`src/rtl/score_bcd_counter.sv`:
```
// score_bcd_counter: three-digit BCD game score with pipe-edge counting,
// saturation at MAX_SCORE and an optional session high score.
// Optional feature macro: SCORE_HIGH_EN (high-score registers and ports).
module score_bcd_counter #(
  parameter int unsigned MAX_SCORE = 999
) (
  input  logic       clk,
  input  logic       reset_n,
  input  logic       game_start,
  input  logic       pipe_passed,
  input  logic       game_over,
  output logic [9:0] score_ones,
  output logic [9:0] score_tens,
  output logic [9:0] score_hund,
`ifdef SCORE_HIGH_EN
  output logic [9:0] hi_ones,
  output logic [9:0] hi_tens,
  output logic [9:0] hi_hund,
  output logic       new_high,
`endif
  output logic       saturated,
  output logic [1:0] state_o
);

  localparam int unsigned DIGIT_W = 4;
  localparam int unsigned OUT_W   = 10;

  localparam logic [DIGIT_W-1:0] MAX_ONES = DIGIT_W'(MAX_SCORE % 10);
  localparam logic [DIGIT_W-1:0] MAX_TENS = DIGIT_W'((MAX_SCORE / 10) % 10);
  localparam logic [DIGIT_W-1:0] MAX_HUND = DIGIT_W'((MAX_SCORE / 100) % 10);

  typedef enum logic [1:0] {
    IDLE = 2'b00,
    PLAY = 2'b01,
    OVER = 2'b10
  } state_t;

  state_t             state;
  logic               pipe_q;
  logic               sat_q;
  logic [DIGIT_W-1:0] ones, tens, hund;
  logic [DIGIT_W-1:0] ones_nxt, tens_nxt, hund_nxt;
  logic               inc;
  logic               play_end;

  // Rising edge of pipe_passed while playing and no control event pending
  assign inc = pipe_passed & ~pipe_q & (state == PLAY) & ~game_over & ~game_start;

  // PLAY -> OVER transition on this edge (game_start wins over game_over)
  assign play_end = (state == PLAY) & game_over & ~game_start;

  // Game state: start/restart from any state, end only from PLAY
  always_ff @(posedge clk or negedge reset_n) begin
    if (!reset_n) begin
      state <= IDLE;
    end else if (game_start) begin
      state <= PLAY;
    end else if (play_end) begin
      state <= OVER;
    end
  end

  // Previous pipe_passed level, loaded in every state
  always_ff @(posedge clk or negedge reset_n) begin
    if (!reset_n) begin
      pipe_q <= 1'b0;
    end else begin
      pipe_q <= pipe_passed;
    end
  end

  // BCD increment with ripple carry from ones to hundreds
  always_comb begin
    ones_nxt = ones;
    tens_nxt = tens;
    hund_nxt = hund;
    if (ones == DIGIT_W'(9)) begin
      ones_nxt = '0;
      if (tens == DIGIT_W'(9)) begin
        tens_nxt = '0;
        hund_nxt = (hund == DIGIT_W'(9)) ? '0 : hund + DIGIT_W'(1);
      end else begin
        tens_nxt = tens + DIGIT_W'(1);
      end
    end else begin
      ones_nxt = ones + DIGIT_W'(1);
    end
  end

  // Score digits and saturation flag; saturated score ignores further edges
  always_ff @(posedge clk or negedge reset_n) begin
    if (!reset_n) begin
      ones  <= '0;
      tens  <= '0;
      hund  <= '0;
      sat_q <= 1'b0;
    end else if (game_start) begin
      ones  <= '0;
      tens  <= '0;
      hund  <= '0;
      sat_q <= 1'b0;
    end else if (inc && !sat_q) begin
      ones  <= ones_nxt;
      tens  <= tens_nxt;
      hund  <= hund_nxt;
      sat_q <= (ones_nxt == MAX_ONES) && (tens_nxt == MAX_TENS) && (hund_nxt == MAX_HUND);
    end
  end

`ifdef SCORE_HIGH_EN
  logic [DIGIT_W-1:0] hi_ones_q, hi_tens_q, hi_hund_q;
  logic               new_high_q;
  logic               beats_high;

  // BCD digits compare lexicographically as a plain 12-bit number
  assign beats_high = {hund, tens, ones} > {hi_hund_q, hi_tens_q, hi_ones_q};

  // High score captured at game end when strictly exceeded; survives restarts
  always_ff @(posedge clk or negedge reset_n) begin
    if (!reset_n) begin
      hi_ones_q  <= '0;
      hi_tens_q  <= '0;
      hi_hund_q  <= '0;
      new_high_q <= 1'b0;
    end else begin
      new_high_q <= 1'b0;
      if (play_end && beats_high) begin
        hi_ones_q  <= ones;
        hi_tens_q  <= tens;
        hi_hund_q  <= hund;
        new_high_q <= 1'b1;
      end
    end
  end

  assign hi_ones  = OUT_W'(hi_ones_q);
  assign hi_tens  = OUT_W'(hi_tens_q);
  assign hi_hund  = OUT_W'(hi_hund_q);
  assign new_high = new_high_q;
`endif

  assign score_ones = OUT_W'(ones);
  assign score_tens = OUT_W'(tens);
  assign score_hund = OUT_W'(hund);
  assign saturated  = sat_q;
  assign state_o    = state;

endmodule
```
`config.mk`:
```
export PLATFORM = sky130hd
export DESIGN_NAME = score_bcd_counter
export DESIGN_NICKNAME = d
export VERILOG_FILES = /design/src/rtl/score_bcd_counter.sv
export SDC_FILE = /design/constraint.sdc
export NUM_CORES = 1
export LEC_CHECK = 0
export CAP_MARGIN = 40
export CORE_MARGIN = 8
export CORE_UTILIZATION = 30
export CTS_CLUSTER_DIAMETER = 40
export CTS_CLUSTER_SIZE = 20
export DETAILED_ROUTE_END_ITERATION = 8
export SYNTH_ARGS = -nofsm -noshare
export SYNTH_HDL_FRONTEND = slang
export SYNTH_SLANG_ARGS = --single-unit
export TNS_END_PERCENT = 30
```
`constraint.sdc`:
```
create_clock -name clk -period 1.73 [get_ports clk]
set_input_delay 0.346 -clock clk [delete_from_list [all_inputs] [get_ports clk]]
set_output_delay 0.346 -clock clk [all_outputs]
set_load 0.01 [all_outputs]
```
## Yosys cells after proc, flatten, opt, wreduce, memory -nomap -nowiden

Index checks and enable logic that the tools add are counted.

- Register bits after elaboration: 16
- Bits of input ports: 5
- Output and inout port bits: 33
- Word-level logic and storage cells: 47

- Add/subtract/negate cells: 3
- Eq/ne operators: 7
- Mux-type cells: 16
- Bitwise logic cells: 9
- Reduce and logical (&&, ||, !) cells: 6

Operator list:

| cell | number |
|---|---|
| two-way mux 4 bit | 12 |
| equality test 4 bit, second input constant | 6 |
| adder 4 x 1 -> 4 bit, second input constant | 3 |
| AND 1 bit | 6 |
| two-way mux 2 bit | 2 |
| nonzero test 2 bit | 2 |
| logical AND 1 bit | 3 |
| inverter 1 bit | 3 |
| equality test 2 x 1 -> 1 bit, second input constant | 1 |
| two-way mux 1 bit | 2 |
| logical NOT 1 bit | 1 |

## Depth between registers and ports, before layout

- Word-level depth: 8
- Depth in mapped cells: 5

## Worst setup path before layout

OpenSTA, ideal clock, no wires.

- Kind: reg2reg
- Start point: register state[1], in the netlist state_o[1]
- End point: register hund[2]
- Arrival time: 1.562 ns
- Required time: 1.603 ns
- Slack: 0.040 ns
- Stages on the path, launching flop included: 5
- Path buffers: 0
- Cell sequence: dfrtp_1 -> or4b_4 -> nor2_8 -> nand3_1 -> mux2_1

- Longest elaborated chain between the ends: 6

Ends and longest elaborated chain:

| what | line | RTL |
|---|---|---|
| from (decl) | 38 | `state_t state;` |
| from (signal assigned) | 55 | `state <= IDLE;` |
| from (signal assigned) | 57 | `state <= PLAY;` |
| from (signal assigned) | 59 | `state <= OVER;` |
| equality test 2 x 1 -> 1 bit | 47 | `assign inc = pipe_passed & ~pipe_q & (state == PLAY) & ~game_over & ~game_start;` |
| AND 1 bit (3 in a row) | 47 |  |
| logical AND 1 bit | 102 | `end else if (inc && !sat_q) begin` |
| nonzero test 2 bit (no source line) | n/a |  |
| to (signal assigned) | 105 | `hund <= hund_nxt;` |
| to (decl) | 41 | `logic [DIGIT_W-1:0] ones, tens, hund;` |

No other way between the ends.
A chain may end at the register's enable or synchronous reset.

## Final worst setup path

- Start point: register ones[2]
- End point: output score_ones[2]

RTL lines:

| what | line | RTL |
|---|---|---|
| from (decl) | 41 |  |
| from (signal assigned) | 103 | `ones <= ones_nxt;` |
| to (decl) | 12 | `output logic [9:0] score_ones,` |

No word-level cell between the ends.

==> results_dict.tcl <==
set metrics [dict create \
    vias 1000 \
    seq_area_frac_synth_pct 34.4 \
    worst_slack_ns 0.0294 \
    syn-instance-count 129 \
    viasPerCell 4.78 \
    synth_commonest_cells "buf_4, dfrtp_1, a21oi_1, nand3_1, nor2_1" \
    place.detailed.hpwl_um 2160 \
    cp-start-kind "flop" \
    end_kind "output port" \
    final_util_pct 40.9 \
    num_io_pins 38 \
    fin_crit_sh_pct 98.3 \
    gp_congestion 0.806 \
    nFillCells 368 \
    slowest_stage "clkdlybuf4s50_1" \
    drc 0 \
    syn-cell-area_mm2 0.00116 \
    die_y_um 78.3 \
    hp-class "in -> async" \
    first_pass_iters 4 \
    fmax_mhz 588 \
    crit_fanout 5 \
    diodes 0 \
    antenna_found_initial 0 \
    slew_violations 0 \
    power.leakage_nw 0.624 \
    cts_tree "done" \
    yosys_warnings 0 \
    overflow 0 \
    grt_pass1_wl_um 4610 \
    ant_nets 0 \
    die_w_um 78.3 \
    fin_tns_setup_ns 0 \
    post_dp_cell_area_mm2 0.00144 \
    ys.flop_type "dfrtp_1" \
    cts_root_buf "clkbuf_8" \
    drtIter0Drc 49 \
    drive_gt1_share_pct 18.0 \
    grt_usage_pct 9.17 \
    clkTransAtPathRegs_ns 0.07 \
    ctsHoldBuffers 0 \
    holdWs_ns 0.404 \
    cap_violations 0 \
    preCtsSetupSlack_ns -0.382 \
    start_util_pct 31.6 \
    path_cells "buf_4 > clkdlybuf4s50_1" \
    final_nets 167 \
    grt_setup_unrepaired "no" \
    netlist.area_leader.share_pct 34.4 \
    setup_viol 0 \
    async_flop_share_pct 100 \
    htree_levels 1 \
    cts_num_sinks 16 \
    wl_per_cell_um 13.1 \
    worstSetupPathType "reg -> out" \
    clk_latency_ns 0.25 \
    skew_ns 0.00167 \
    io_buffers 19 \
    final_hold_viol_count 0 \
    ys_ff_latch 16 \
    avgSynthCellArea_um2 9.03 \
    vdd_drop_max_mv 0.485 \
    period_needed_ns 1.70 \
    required_ns 1.38 \
    core_mm2 0.00369 \
    synth_cell_types 44 \
    row_count 22 \
    dieArea_mm2 0.00613 \
    finalInstanceArea_mm2 0.00151 \
    grt_start_max_net_pins 17 \
    cts_buffers 3 \
    cp.arrival_ns 1.35 \
    postCtsSetupRepairBufs 0 \
    synth_area_leader_cell "dfrtp_1" \
    synth_area_leaders "dfrtp_1, buf_4, a21oi_1" \
    synth.most_common_cell "buf_4" \
    wl_um 2730 \
    clk_path_buf_depth 2 \
    status "finished clean" \
    power_density_mw_per_mm2 552 \
    grt_pass1_vias 1029 \
    synthToLayoutAreaGrowth_pct 29.5 \
    synth_edf_count 0 \
    slowest_delay_ns 0.54 \
]
-- cell usage in the layout (no fill, tap or decap), drive strengths merged, types with 2 or more instances in the layout --
cell type | synthesis | layout
or4 | 2 | 2
a21o | 2 | 2
nor2 | 9 | 9
nand3 | 8 | 8
a21oi | 8 | 8
a311oi | 2 | 2
and4bb | 2 | 2
nand4 | 3 | 3
nor4b | 2 | 2
nand2b | 4 | 4
nor3b | 2 | 2
nand2 | 3 | 3
xor2 | 3 | 3
o21ai | 2 | 2
conb | 1 | 18
inv | 7 | 7
clkbuf | 4 | 4
nor4 | 4 | 4
clkdlybuf4s50 | 0 | 18
nor3 | 3 | 3
nor2b | 5 | 5
dfrtp | 16 | 16
o2111ai | 2 | 2
buf | 20 | 16
-- cell families after synthesis --
group	Yosys count	synth area share, %
flops	16	34.4
other cells	1	0.322
mux	2	1.83
compound gates	25	14.9
simple gates	50	29.8
xor+xnor	4	3.01
buf+inv	31	15.8
-- metal layers --
metal  part of all wire, %  GRT usage (%)  up-vias
met5                     0              0        -
met3                   6.4           2.85        5
li1                      -              -      494
met4                   2.0           4.63        0
met1                    43           10.5      474
met2                    48           15.1       27
-- cell type report --
| cell class | instances | area (um^2) | share of cell area, % |
|---|---|---|---|
| Tap cell | 48 | 60.1 | 3.98 |
| Clock buffer | 4 | 55.1 | 3.65 |
| Inverter | 7 | 26.3 | 1.74 |
| Multi-Input combinational cell | 99 | 657 | 43.5 |
| Sequential cell | 16 | 402 | 26.6 |
| Timing Repair Buffer | 35 | 309 | 20.5 |
-- worst paths after layout --
| kind | from | end | cells after the start | slack [ns] |
|---|---|---|---|---|
| min in group clk | state_o[0] | state_o[0] | 1 | 0.55 |
| hold / removal | reset_n | ones[1] | 2 | 0.40 |
| setup reg to reg | state_o[1] | hund[2] | 4 | 0.09 |
| max in group asynchronous | reset_n | hund[2] | 2 | 1.12 |
| hold reg to reg | state_o[0] | state_o[0] | 1 | 0.55 |
| setup / recovery | ones[2] | score_ones[2] | 2 | 0.03 |
-- per-stage QoR --
stage               std cells  total power, mW
floorplan                 146            0.478
global placement          205            0.497
detailed placement        205            0.499
CTS                       209            0.842
global route              209            0.873
finish                    209            0.833
-- registers in the layout, indices dropped and copies added, names as in the netlist --
signal     cells
state_o        2
saturated      1
tens           4
pipe_q         1
hund           4
ones           4
-- worst max-delay path, delay by kind of cell (launching register included) --
family | cells | cell delay (ns)
buffers and inverters | 2 | 0.70
flip-flops | 1 | 0.41
-- power breakdown --
part / switching [mW] / total (mW) / internal [mW] / leakage [nW]
logic: 0.0658 / 0.107 / 0.0407 / 0.381
clock network: 0.138 / 0.340 / 0.202 / 0.0288
registers: 0.00542 / 0.386 / 0.380 / 0.215
total: 0.209 / 0.833 / 0.623 / 0.624
-- timing repair --
item,in CTS,in global routing
cloned,0,0
endpoints found under the setup margin,8,4
gates resized for setup,4,1
pin swaps,4,2
Power figures use the tool's default switching activity.
